### src/rtl/dmix_mixer_pkg.sv
// rtl/dmix_mixer_pkg.sv - shared constants for the dmix mixer: sample width, saturation limits, FSM encodings
package dmix_mixer_pkg;

    localparam int          SAMP_W  = 24;
    localparam logic [23:0] SAT_MAX = 24'h7FFFFF;
    localparam logic [23:0] SAT_MIN = 24'h800000;

    localparam logic [2:0] ST_IDLE = 3'd0;
    localparam logic [2:0] ST_REQ  = 3'd1;
    localparam logic [2:0] ST_WAIT = 3'd2;
    localparam logic [2:0] ST_MAC  = 3'd3;
    localparam logic [2:0] ST_OUT  = 3'd4;

    // Q1.(vol_width-1) unity gain for a given gain width
    function automatic int unity_gain(input int vol_width);
        return 1 << (vol_width - 1);
    endfunction

endpackage

### src/rtl/mix_mac_sat.sv
// rtl/mix_mac_sat.sv - combinational gain multiply, floor shift, accumulate and 24-bit saturation
module mix_mac_sat
    import dmix_mixer_pkg::*;
#(
    parameter int VOL_WIDTH = 16,
    parameter int ACC_W     = 26
) (
    input  logic signed [SAMP_W-1:0] i_samp,
    input  logic        [VOL_WIDTH-1:0] i_vol,
    input  logic                     i_mute,
    input  logic signed [ACC_W-1:0]  i_acc,
    output logic signed [ACC_W-1:0]  o_acc_next,
    output logic        [SAMP_W-1:0] o_sat
);

    localparam int PROD_W = SAMP_W + VOL_WIDTH + 1;
    localparam logic signed [ACC_W-1:0] ACC_MAX = ACC_W'($signed(SAT_MAX));
    localparam logic signed [ACC_W-1:0] ACC_MIN = ACC_W'($signed(SAT_MIN));

    logic signed [PROD_W-1:0] w_prod;
    logic signed [PROD_W-1:0] w_shift;
    logic signed [ACC_W-1:0]  w_term;

    // gain is unsigned, so it is zero-extended before the signed multiply; >>> floors
    always_comb begin
        w_prod     = PROD_W'(i_samp) * PROD_W'($signed({1'b0, i_vol}));
        w_shift    = w_prod >>> (VOL_WIDTH - 1);
        w_term     = i_mute ? '0 : ACC_W'(w_shift);
        o_acc_next = i_acc + w_term;
        if (o_acc_next > ACC_MAX) begin
            o_sat = SAT_MAX;
        end else if (o_acc_next < ACC_MIN) begin
            o_sat = SAT_MIN;
        end else begin
            o_sat = o_acc_next[SAMP_W-1:0];
        end
    end

endmodule

### src/rtl/dmix_mixer.sv
// rtl/dmix_mixer.sv - N-source gain mixer with pop/ack handshake, saturation and underrun timeout
module dmix_mixer
    import dmix_mixer_pkg::*;
#(
    parameter int NUM_IN      = 2,
    parameter int NUM_IN_LOG2 = 1,
    parameter int NUM_CH      = 2,
    parameter int NUM_CH_LOG2 = 1,
    parameter int VOL_WIDTH   = 16,
    parameter int TIMEOUT     = 255
) (
    input  logic                              clk,
    input  logic                              rst,
    input  logic [NUM_CH-1:0]                 pop_i,
    output logic [SAMP_W-1:0]                 data_o,
    output logic [NUM_CH-1:0]                 ack_o,
    output logic [NUM_IN*NUM_CH-1:0]          src_pop_o,
    input  logic [NUM_IN*NUM_CH-1:0]          src_ack_i,
    input  logic [NUM_IN*SAMP_W-1:0]          src_data_i,
    input  logic [NUM_IN*NUM_CH*VOL_WIDTH-1:0] vol_i,
    input  logic [NUM_IN-1:0]                 mute_i,
    output logic [NUM_IN-1:0]                 underrun_o,
    input  logic                              clr_i
);

    localparam int ACC_W = SAMP_W + NUM_IN_LOG2 + 1;
    localparam int TMR_W = $clog2(TIMEOUT + 2);
    // sources get TIMEOUT cycles beyond the first cycle a registered ack could land
    localparam logic [TMR_W-1:0] TMR_EXPIRE = TMR_W'(TIMEOUT + 1);

    logic [2:0]               r_state;
    logic [NUM_CH-1:0]        r_pending;
    logic [NUM_CH_LOG2-1:0]   r_ch;
    logic [NUM_IN-1:0]        r_got;
    logic signed [SAMP_W-1:0] r_samp [NUM_IN];
    logic [TMR_W-1:0]         r_timer;
    logic [NUM_IN_LOG2-1:0]   r_mac_idx;
    logic signed [ACC_W-1:0]  r_acc;

    logic [NUM_CH-1:0]        w_pend;
    logic [NUM_CH_LOG2-1:0]   w_pick_ch;
    logic [NUM_CH-1:0]        w_take_mask;
    logic [NUM_IN-1:0]        w_ack_ch;
    logic [NUM_IN-1:0]        w_got_next;
    logic                     w_all_got;
    logic                     w_expire;
    logic signed [SAMP_W-1:0] w_mac_samp;
    logic [VOL_WIDTH-1:0]     w_mac_vol;
    logic                     w_mac_mute;
    logic signed [ACC_W-1:0]  w_acc_next;
    logic [SAMP_W-1:0]        w_sat;

    // request selection: pops arriving this cycle are visible to IDLE immediately
    always_comb begin
        w_pend      = r_pending | pop_i;
        w_pick_ch   = '0;
        w_take_mask = '0;
        for (int c = NUM_CH - 1; c >= 0; c--) begin
            if (w_pend[c]) w_pick_ch = NUM_CH_LOG2'(c);
        end
        if (r_state == ST_IDLE && |w_pend) w_take_mask[w_pick_ch] = 1'b1;
    end

    // per-source ack on the channel in service, and the MAC operand mux
    always_comb begin
        for (int i = 0; i < NUM_IN; i++) begin
            w_ack_ch[i] = src_ack_i[i*NUM_CH + int'(r_ch)];
        end
        w_got_next = r_got | w_ack_ch;
        w_all_got  = &w_got_next;
        w_expire   = (r_timer == TMR_EXPIRE);
        w_mac_samp = r_samp[r_mac_idx];
        w_mac_vol  = vol_i[(int'(r_mac_idx)*NUM_CH + int'(r_ch))*VOL_WIDTH +: VOL_WIDTH];
        w_mac_mute = mute_i[r_mac_idx];
    end

    mix_mac_sat #(
        .VOL_WIDTH (VOL_WIDTH),
        .ACC_W     (ACC_W)
    ) u_mac (
        .i_samp     (w_mac_samp),
        .i_vol      (w_mac_vol),
        .i_mute     (w_mac_mute),
        .i_acc      (r_acc),
        .o_acc_next (w_acc_next),
        .o_sat      (w_sat)
    );

    // pending requests: merge new pops, drop the one IDLE just took
    always_ff @(posedge clk or posedge rst) begin
        if (rst) begin
            r_pending <= '0;
        end else begin
            r_pending <= w_pend & ~w_take_mask;
        end
    end

    // sticky underrun flags; a timeout in the same cycle as clr_i keeps the flag set
    always_ff @(posedge clk or posedge rst) begin
        if (rst) begin
            underrun_o <= '0;
        end else if (r_state == ST_WAIT && !w_all_got && w_expire) begin
            underrun_o <= (clr_i ? '0 : underrun_o) | ~w_got_next;
        end else if (clr_i) begin
            underrun_o <= '0;
        end
    end

    // service FSM: pop sources, gather samples, accumulate, present result
    always_ff @(posedge clk or posedge rst) begin
        if (rst) begin
            r_state   <= ST_IDLE;
            r_ch      <= '0;
            r_got     <= '0;
            r_timer   <= '0;
            r_mac_idx <= '0;
            r_acc     <= '0;
            data_o    <= '0;
            ack_o     <= '0;
            src_pop_o <= '0;
            for (int i = 0; i < NUM_IN; i++) r_samp[i] <= '0;
        end else begin
            src_pop_o <= '0;
            ack_o     <= '0;
            case (r_state)
                ST_IDLE: begin
                    if (|w_pend) begin
                        r_ch <= w_pick_ch;
                        for (int i = 0; i < NUM_IN; i++) begin
                            src_pop_o[i*NUM_CH + int'(w_pick_ch)] <= 1'b1;
                        end
                        r_state <= ST_REQ;
                    end
                end
                ST_REQ: begin
                    r_got   <= '0;
                    r_timer <= '0;
                    r_state <= ST_WAIT;
                end
                ST_WAIT: begin
                    r_got   <= w_got_next;
                    r_timer <= r_timer + TMR_W'(1);
                    for (int i = 0; i < NUM_IN; i++) begin
                        if (w_ack_ch[i] && !r_got[i]) begin
                            r_samp[i] <= src_data_i[i*SAMP_W +: SAMP_W];
                        end else if (w_expire && !w_got_next[i]) begin
                            r_samp[i] <= '0;
                        end
                    end
                    if (w_all_got || w_expire) begin
                        r_acc     <= '0;
                        r_mac_idx <= '0;
                        r_state   <= ST_MAC;
                    end
                end
                ST_MAC: begin
                    r_acc     <= w_acc_next;
                    r_mac_idx <= r_mac_idx + NUM_IN_LOG2'(1);
                    if (r_mac_idx == NUM_IN_LOG2'(NUM_IN - 1)) begin
                        data_o      <= w_sat;
                        ack_o[r_ch] <= 1'b1;
                        r_state     <= ST_OUT;
                    end
                end
                ST_OUT: begin
                    r_state <= ST_IDLE;
                end
                default: begin
                    r_state <= ST_IDLE;
                end
            endcase
        end
    end

endmodule

### config.mk
export PLATFORM = sky130hd
export DESIGN_NAME = dmix_mixer
export DESIGN_NICKNAME = d
export VERILOG_FILES = /design/src/rtl/dmix_mixer_pkg.sv /design/src/rtl/mix_mac_sat.sv /design/src/rtl/dmix_mixer.sv
export SDC_FILE = /design/constraint.sdc
export NUM_CORES = 1
export LEC_CHECK = 0
export CELL_PAD_IN_SITES_DETAIL_PLACEMENT = 1
export CELL_PAD_IN_SITES_GLOBAL_PLACEMENT = 1
export CORE_MARGIN = 3
export CORE_UTILIZATION = 51
export DETAILED_ROUTE_END_ITERATION = 7
export GPL_TIMING_DRIVEN = 0
export MAX_ROUTING_LAYER = met4
export PLACE_DENSITY = 0.91
export SLEW_MARGIN = 20
export SYNTH_ARGS = -nofsm -noshare
export SYNTH_HDL_FRONTEND = slang
export SYNTH_SLANG_ARGS = --single-unit
### constraint.sdc
create_clock -name clk -period 14.3 [get_ports clk]
set_clock_uncertainty 0.05 [all_clocks]
set_input_delay 3.575 -clock clk [delete_from_list [all_inputs] [get_ports clk]]
set_output_delay 3.575 -clock clk [all_outputs]
set_load 0.05 [all_outputs]
==> impl_metrics.json, run 1 <==
{
  "n_fill_cell": 4424,
  "syn_avg_cell_area_sq_um": 9.24,
  "fmax_ghz": 0.0710,
  "root_buffer": "clkbuf_16",
  "yosysTopAreaCell": "fa_1",
  "synth_top_cell_area_share_pct": 37.3,
  "ant_nets": 0,
  "synth-simple-area-share_pct": 12.5,
  "gp_congestion": 1.00,
  "required_ns": 14.57,
  "worstPathArrival_ns": 14.35,
  "synth_top_flop_cell": "dfrtp_1",
  "dp_hpwl_mm": 62.6,
  "synth-seq-area-share_pct": 15.1,
  "yosysMostFrequentCell": "inv_1",
  "rows": 72,
  "die_area_sq_um": 42000,
  "ff2ff_path_depth": 39,
  "core_area_sq_um": 38800,
  "hold_viol": 0,
  "finalInstanceArea_sq_um": 23100,
  "clock_latency_ns": 0.48,
  "slew_violations": 0,
  "cts_tree": "built",
  "cp_num_buf_inv": 6,
  "layout-drive-gt1-share_pct": 4.85,
  "r2r_end": "data_o[21]",
  "grt_use_total_pct": 40.7,
  "setup_violations": 0,
  "fin_crit_sh_pct": 98.5,
  "vias_per_cell": 6.08,
  "path_common_cell": "fa_1",
  "min_path_type": "reg2reg",
  "grt_first_pass_wirelength_mm": 122,
  "cp-end-kind": "register",
  "placed_area_sq_um": 22400,
  "synth_compound_area_share_pct": 9.64,
  "start_kind": "input port",
  "netlist_instances": 2182,
  "grt_max_degree": 97,
  "ioPinCount": 155,
  "cp_slowest_cell": "clkbuf_1",
  "cts.htree.levels": 4,
  "setup_slack_ns": 0.221,
  "fin_util_pct": 59.4,
  "yosys_register_bits": 122,
  "area_delta_synth_final_pct": 14.4,
  "start_util_pct": 51.9,
  "tns_ns": 0,
  "wl_per_cell_microns": 27.5,
  "cts-buffers-inserted": 17,
  "maxCapViolCount": 0,
  "dp_slack_ns": -0.499,
  "die_x_microns": 205,
  "synth_enable_flop_cells": 0,
  "ys_top_cells_by_count": "inv_1, fa_1, nand2_1",
  "worstMarginPinSlew_ns": 1.24,
  "yosys_warnings": 0,
  "path_max_fanout": 10,
  "nets": 2981,
  "vias": 17600,
  "cp.depth": 35,
  "path_delay_family": "adder cells",
  "hold-path-cell-count": 2,
  "reg2reg_slack_ns": 1.59,
  "synth.distinct_cells": 70,
  "synthTopCellsByArea": "fa_1, dfrtp_1, inv_1",
  "drc_errors": 0,
  "crit_end": "data_o[21]",
  "firstDrtPassIters": 5,
  "crit_start": "vol_i[59]",
  "synth_area_sq_um": 20200,
  "synthAdderAreaFrac_pct": 45.1,
  "cts.sinks": 122,
  "syn_nets": 2807,
  "muxShareOfSynthArea_pct": 4.50,
  "path_class": "in2reg",
  "reg2reg_from": "r_mac_idx",
  "drt_wl_total_mm": 79.4,
  "numPortBuffers": 154,
  "synth_top_family_by_area": "adder cells",
  "antenna_found_initial": 2,
  "max_slew_margin_pct": 17.5,
  "synth_xor_area_share_pct": 2.55,
  "first_iter_violations": 1418,
  "grt_pass1_vias": 20600,
  "slowest_delay_ns": 0.74,
  "ctsLongestPathBuffers": 2,
  "rsz0062_at_grt": "false",
  "die_h_microns": 205,
  "outcome": "complete, no violations",
  "period_minus_slack_ns": 14.08,
  "overflow": 0,
  "clk_pin_slew_ns": 0.06,
  "ys_async_sr_fraction_pct": 100
}
-- timing repair --
action	4_1_cts	5_1_grt
setup buffers	0	0
resized for setup	3	23
endpoints found under the setup margin	18	24
hold buffers	0	0
pin swaps	0	0
-- registers in the layout, indices dropped and copies added, names as in the netlist, 3 cells and up --
register / cells
r_samp: 48
r_acc: 26
r_state: 3
data_o: 24
r_timer: 9
-- kinds of logic (layout without fill, tap and decap cells) --
group                    count (synthesis)  count (layout)
multiplexers                            73              73
AO/OA/AOI/OAI                          267             267
AND/OR/NAND/NOR                        602             602
flip-flops                             122             122
other                                    0               2
buffers and inverters                  559             746
adder cells (fa/ha/maj)                502             502
XOR/XNOR                                57              57
-- layout by cell type, fill, tap and decap left out, types with 6 or more instances in the layout --
cell type / count
a21o_1: 16
a21oi_1: 52
a22o_1: 52
and2_1: 33
and3_1: 11
buf_1: 8
clkbuf_1: 74
clkbuf_16: 17
clkbuf_2: 13
clkdlybuf4s50_1: 154
dfrtp_1: 122
fa_1: 376
ha_1: 126
inv_1: 459
mux2_2: 31
mux2i_1: 31
mux4_2: 11
nand2_1: 318
nand2b_1: 14
nand3_1: 12
nand4_1: 9
nor2_1: 176
nor2b_1: 13
nor3_1: 6
o21ai_0: 57
o21bai_1: 12
o311ai_1: 17
xnor2_1: 31
xor2_1: 25
-- worst min-delay path by stage --
stage	startpoint	endpoint
after global placement	r_acc[25]	r_acc[25]
final	data_o[7]	data_o[7]
after CTS	r_acc[12]	r_acc[12]
after floorplan	r_timer[8]	r_timer[8]
after global routing	r_acc[12]	r_acc[12]
after detailed placement	r_timer[8]	r_timer[8]
-- tightest hold or removal path: cells and delay by family, from the launching register on --
| family | cells | cell delay [ns] |
|---|---|---|
| AOI/OAI and AO/OA | 1 | 0.07 |
| and+or+nand+nor | 1 | 0.05 |
| DFF | 1 | 0.34 |
-- per-layer routing --
metal  track usage, %  wire (microns)  vias up
met3             8.93            6470      468
met2             66.6           39000      987
met4             30.5            7350        0
met1             43.2           26600     9023
li1                 -               -     7091
met5                -               0        -
-- area by class of cell --
type | instances | area (sq um) | share of cell area, %
antenna | 2 | 5.00 | 0.0217
buffer | 99 | 414 | 1.79
clock buffer | 23 | 478 | 2.07
clock inverter | 9 | 139 | 0.602
inverter | 460 | 1730 | 7.52
multi-input combinational | 1501 | 15000 | 65.2
sequential | 122 | 3050 | 13.2
tap | 518 | 648 | 2.81
timing repair buffer | 155 | 1570 | 6.80
-- metrics by stage --
stage	instances	hold WS [ns]
final	2889	0.448
after detailed placement	2855	0.426
after global routing	2889	0.480
after global placement	2854	0.416
after floorplan	2182	0.399
after CTS	2887	0.449
Power of run 1 is not shown: default switching activity piles up to over one toggle a cycle in this logic, so the estimate is an artifact.
==> run 2: changes to the inputs <==
CORE_MARGIN = 5   (was 3)
==> impl_metrics.json, run 2 (same netlist as run 1, synthesis figures left out) <==
{
  "cp_slowest_cell": "clkbuf_1",
  "path_delay_family": "adder cells",
  "first_iter_violations": 1335,
  "start_util_pct": 51.8,
  "final_cell_mix": "inv_1, fa_1, nand2_1",
  "die_h_microns": 209,
  "path_class": "in2reg",
  "dp_slack_ns": -0.570,
  "firstDrtPassIters": 5,
  "multiInputGateArea_sq_um": 15000,
  "grt_pass1_vias": 20100,
  "cts.sinks": 122,
  "worstMarginPinSlew_ns": 1.20,
  "vias": 17300,
  "layout-drive-gt1-share_pct": 4.68,
  "n_fill_cell": 4476,
  "reg2reg_slack_ns": 1.31,
  "ctsLongestPathBuffers": 2,
  "rows": 72,
  "cts-hold-fix-buffers": 0,
  "ff2ff_path_depth": 41,
  "worstPathArrival_ns": 14.28,
  "slew_violations": 0,
  "vias_per_cell": 6.00,
  "dp_hpwl_mm": 61.4,
  "outcome": "complete, no violations",
  "min_to": "underrun_o[0]",
  "period_minus_slack_ns": 14.02,
  "reg2reg_from": "r_mac_idx",
  "regMostFlops": "r_samp",
  "path_max_fanout": 10,
  "cp-end-kind": "register",
  "grt_max_degree": 75,
  "tns_ns": 0,
  "overflow": 0,
  "antenna_found_initial": 1,
  "cts-buffers-inserted": 17,
  "grt_first_pass_wirelength_mm": 117,
  "reg.largest.list": "r_samp: 48 flops, r_acc: 26 flops, data_o: 24 flops",
  "crit_start": "vol_i[7]",
  "cts_tree": "built",
  "wl_per_cell_microns": 26.3,
  "cp_num_buf_inv": 9,
  "cts.htree.levels": 4,
  "timing.hold.worst.start": "underrun_o[0]",
  "hold-path-cell-count": 1,
  "area_delta_synth_final_pct": 14.2,
  "drt_wl_total_mm": 76.0,
  "start_kind": "input port",
  "clock_latency_ns": 0.47,
  "grt_use_total_pct": 36.1,
  "path_common_cell": "fa_1",
  "die_area_sq_um": 43600,
  "nets": 2983,
  "setup_slack_ns": 0.279,
  "fin_crit_sh_pct": 98.1,
  "seqCellArea_sq_um": 3050,
  "numPortBuffers": 154,
  "maxCapViolCount": 0,
  "root_buffer": "clkbuf_16",
  "hold_viol": 0,
  "drc_errors": 0,
  "fmax_ghz": 0.0713,
  "ioPinCount": 155,
  "clk_pin_slew_ns": 0.07,
  "slowest_delay_ns": 0.66,
  "n_antenna_cell": 0,
  "setup_violations": 0,
  "gp_congestion": 1.00,
  "die_x_microns": 209,
  "max_slew_margin_pct": 19.8,
  "required_ns": 14.56,
  "largest_register_ffs": 48,
  "ant_nets": 0,
  "mostFrequentLayoutCell": "inv_1",
  "min_path_type": "reg2reg",
  "r2r_end": "data_o[7]",
  "rsz0062_at_grt": "false",
  "core_area_sq_um": 38900
}
[run 2: cell count changes in the layout (fill, tap and decap cells not counted), sizes merged]
cell	before	now
buf	16	18
inv	460	471
bufinv	3	0
diode	2	0
clkinvlp	3	1
clkbuf	107	101
[run 2: worst max-delay path by stage]
stage	end	slack, ns	depth (start not counted)
floorplan	data_o[10]	2.23	37
global placement	data_o[2]	-0.32	38
detailed placement	data_o[7]	-0.57	36
CTS	data_o[7]	0.0001	38
global route	data_o[20]	0.08	38
finish	data_o[7]	0.28	39
[run 2: layout make-up]
type | count | share of cell area [%]
Tap cell | 518 | 2.81
Inverter | 460 | 7.52
Multi-Input combinational cell | 1501 | 65.2
Buffer | 99 | 1.75
Timing Repair Buffer | 157 | 6.96
Sequential cell | 122 | 13.3
Clock inverter | 15 | 0.652
Clock buffer | 17 | 1.85
[run 2: worst reg2reg max path: cells and delay by family, from the launching register on]
kind                       cells  cell delay [ns]
xor gates and xnor gates       2             0.66
and+or+nand+nor                9             1.49
adders and majority gates      8             3.72
buffers and inverters         11             3.69
AOI/OAI and AO/OA             11             2.67
DFF                            1             0.53
[run 2: layer usage]
| metal | track usage [%] | wire, microns | part of all wire, % |
|---|---|---|---|
| met1 | 39.8 | 26800 | 35 |
| met2 | 60.9 | 38000 | 50 |
| met3 | 6.37 | 5220 | 6.9 |
| met4 | 22.3 | 5920 | 7.8 |
| met5 | - | 0 | 0 |
[run 2: metrics by stage]
step | instances | area (sq um) | util [%] | hold slack [ns]
after floorplan | 2182 | 20200 | - | 0.399
after global placement | 2854 | 22400 | 57.5 | 0.416
after detailed placement | 2856 | 22400 | 57.6 | 0.432
after CTS | 2888 | 23000 | 59.1 | 0.449
after global routing | 2889 | 23000 | 59.2 | 0.472
final | 2889 | 23000 | 59.2 | 0.444
[run 2: what timing repair did]
item | 4_1_cts | 5_1_grt
buffers inserted | 0 | 1
gates resized for setup | 1 | 14
setup endpoints to repair | 23 | 25
gates cloned | 0 | 0
pin swaps | 0 | 1
Power of run 2 is left out for the same reason.
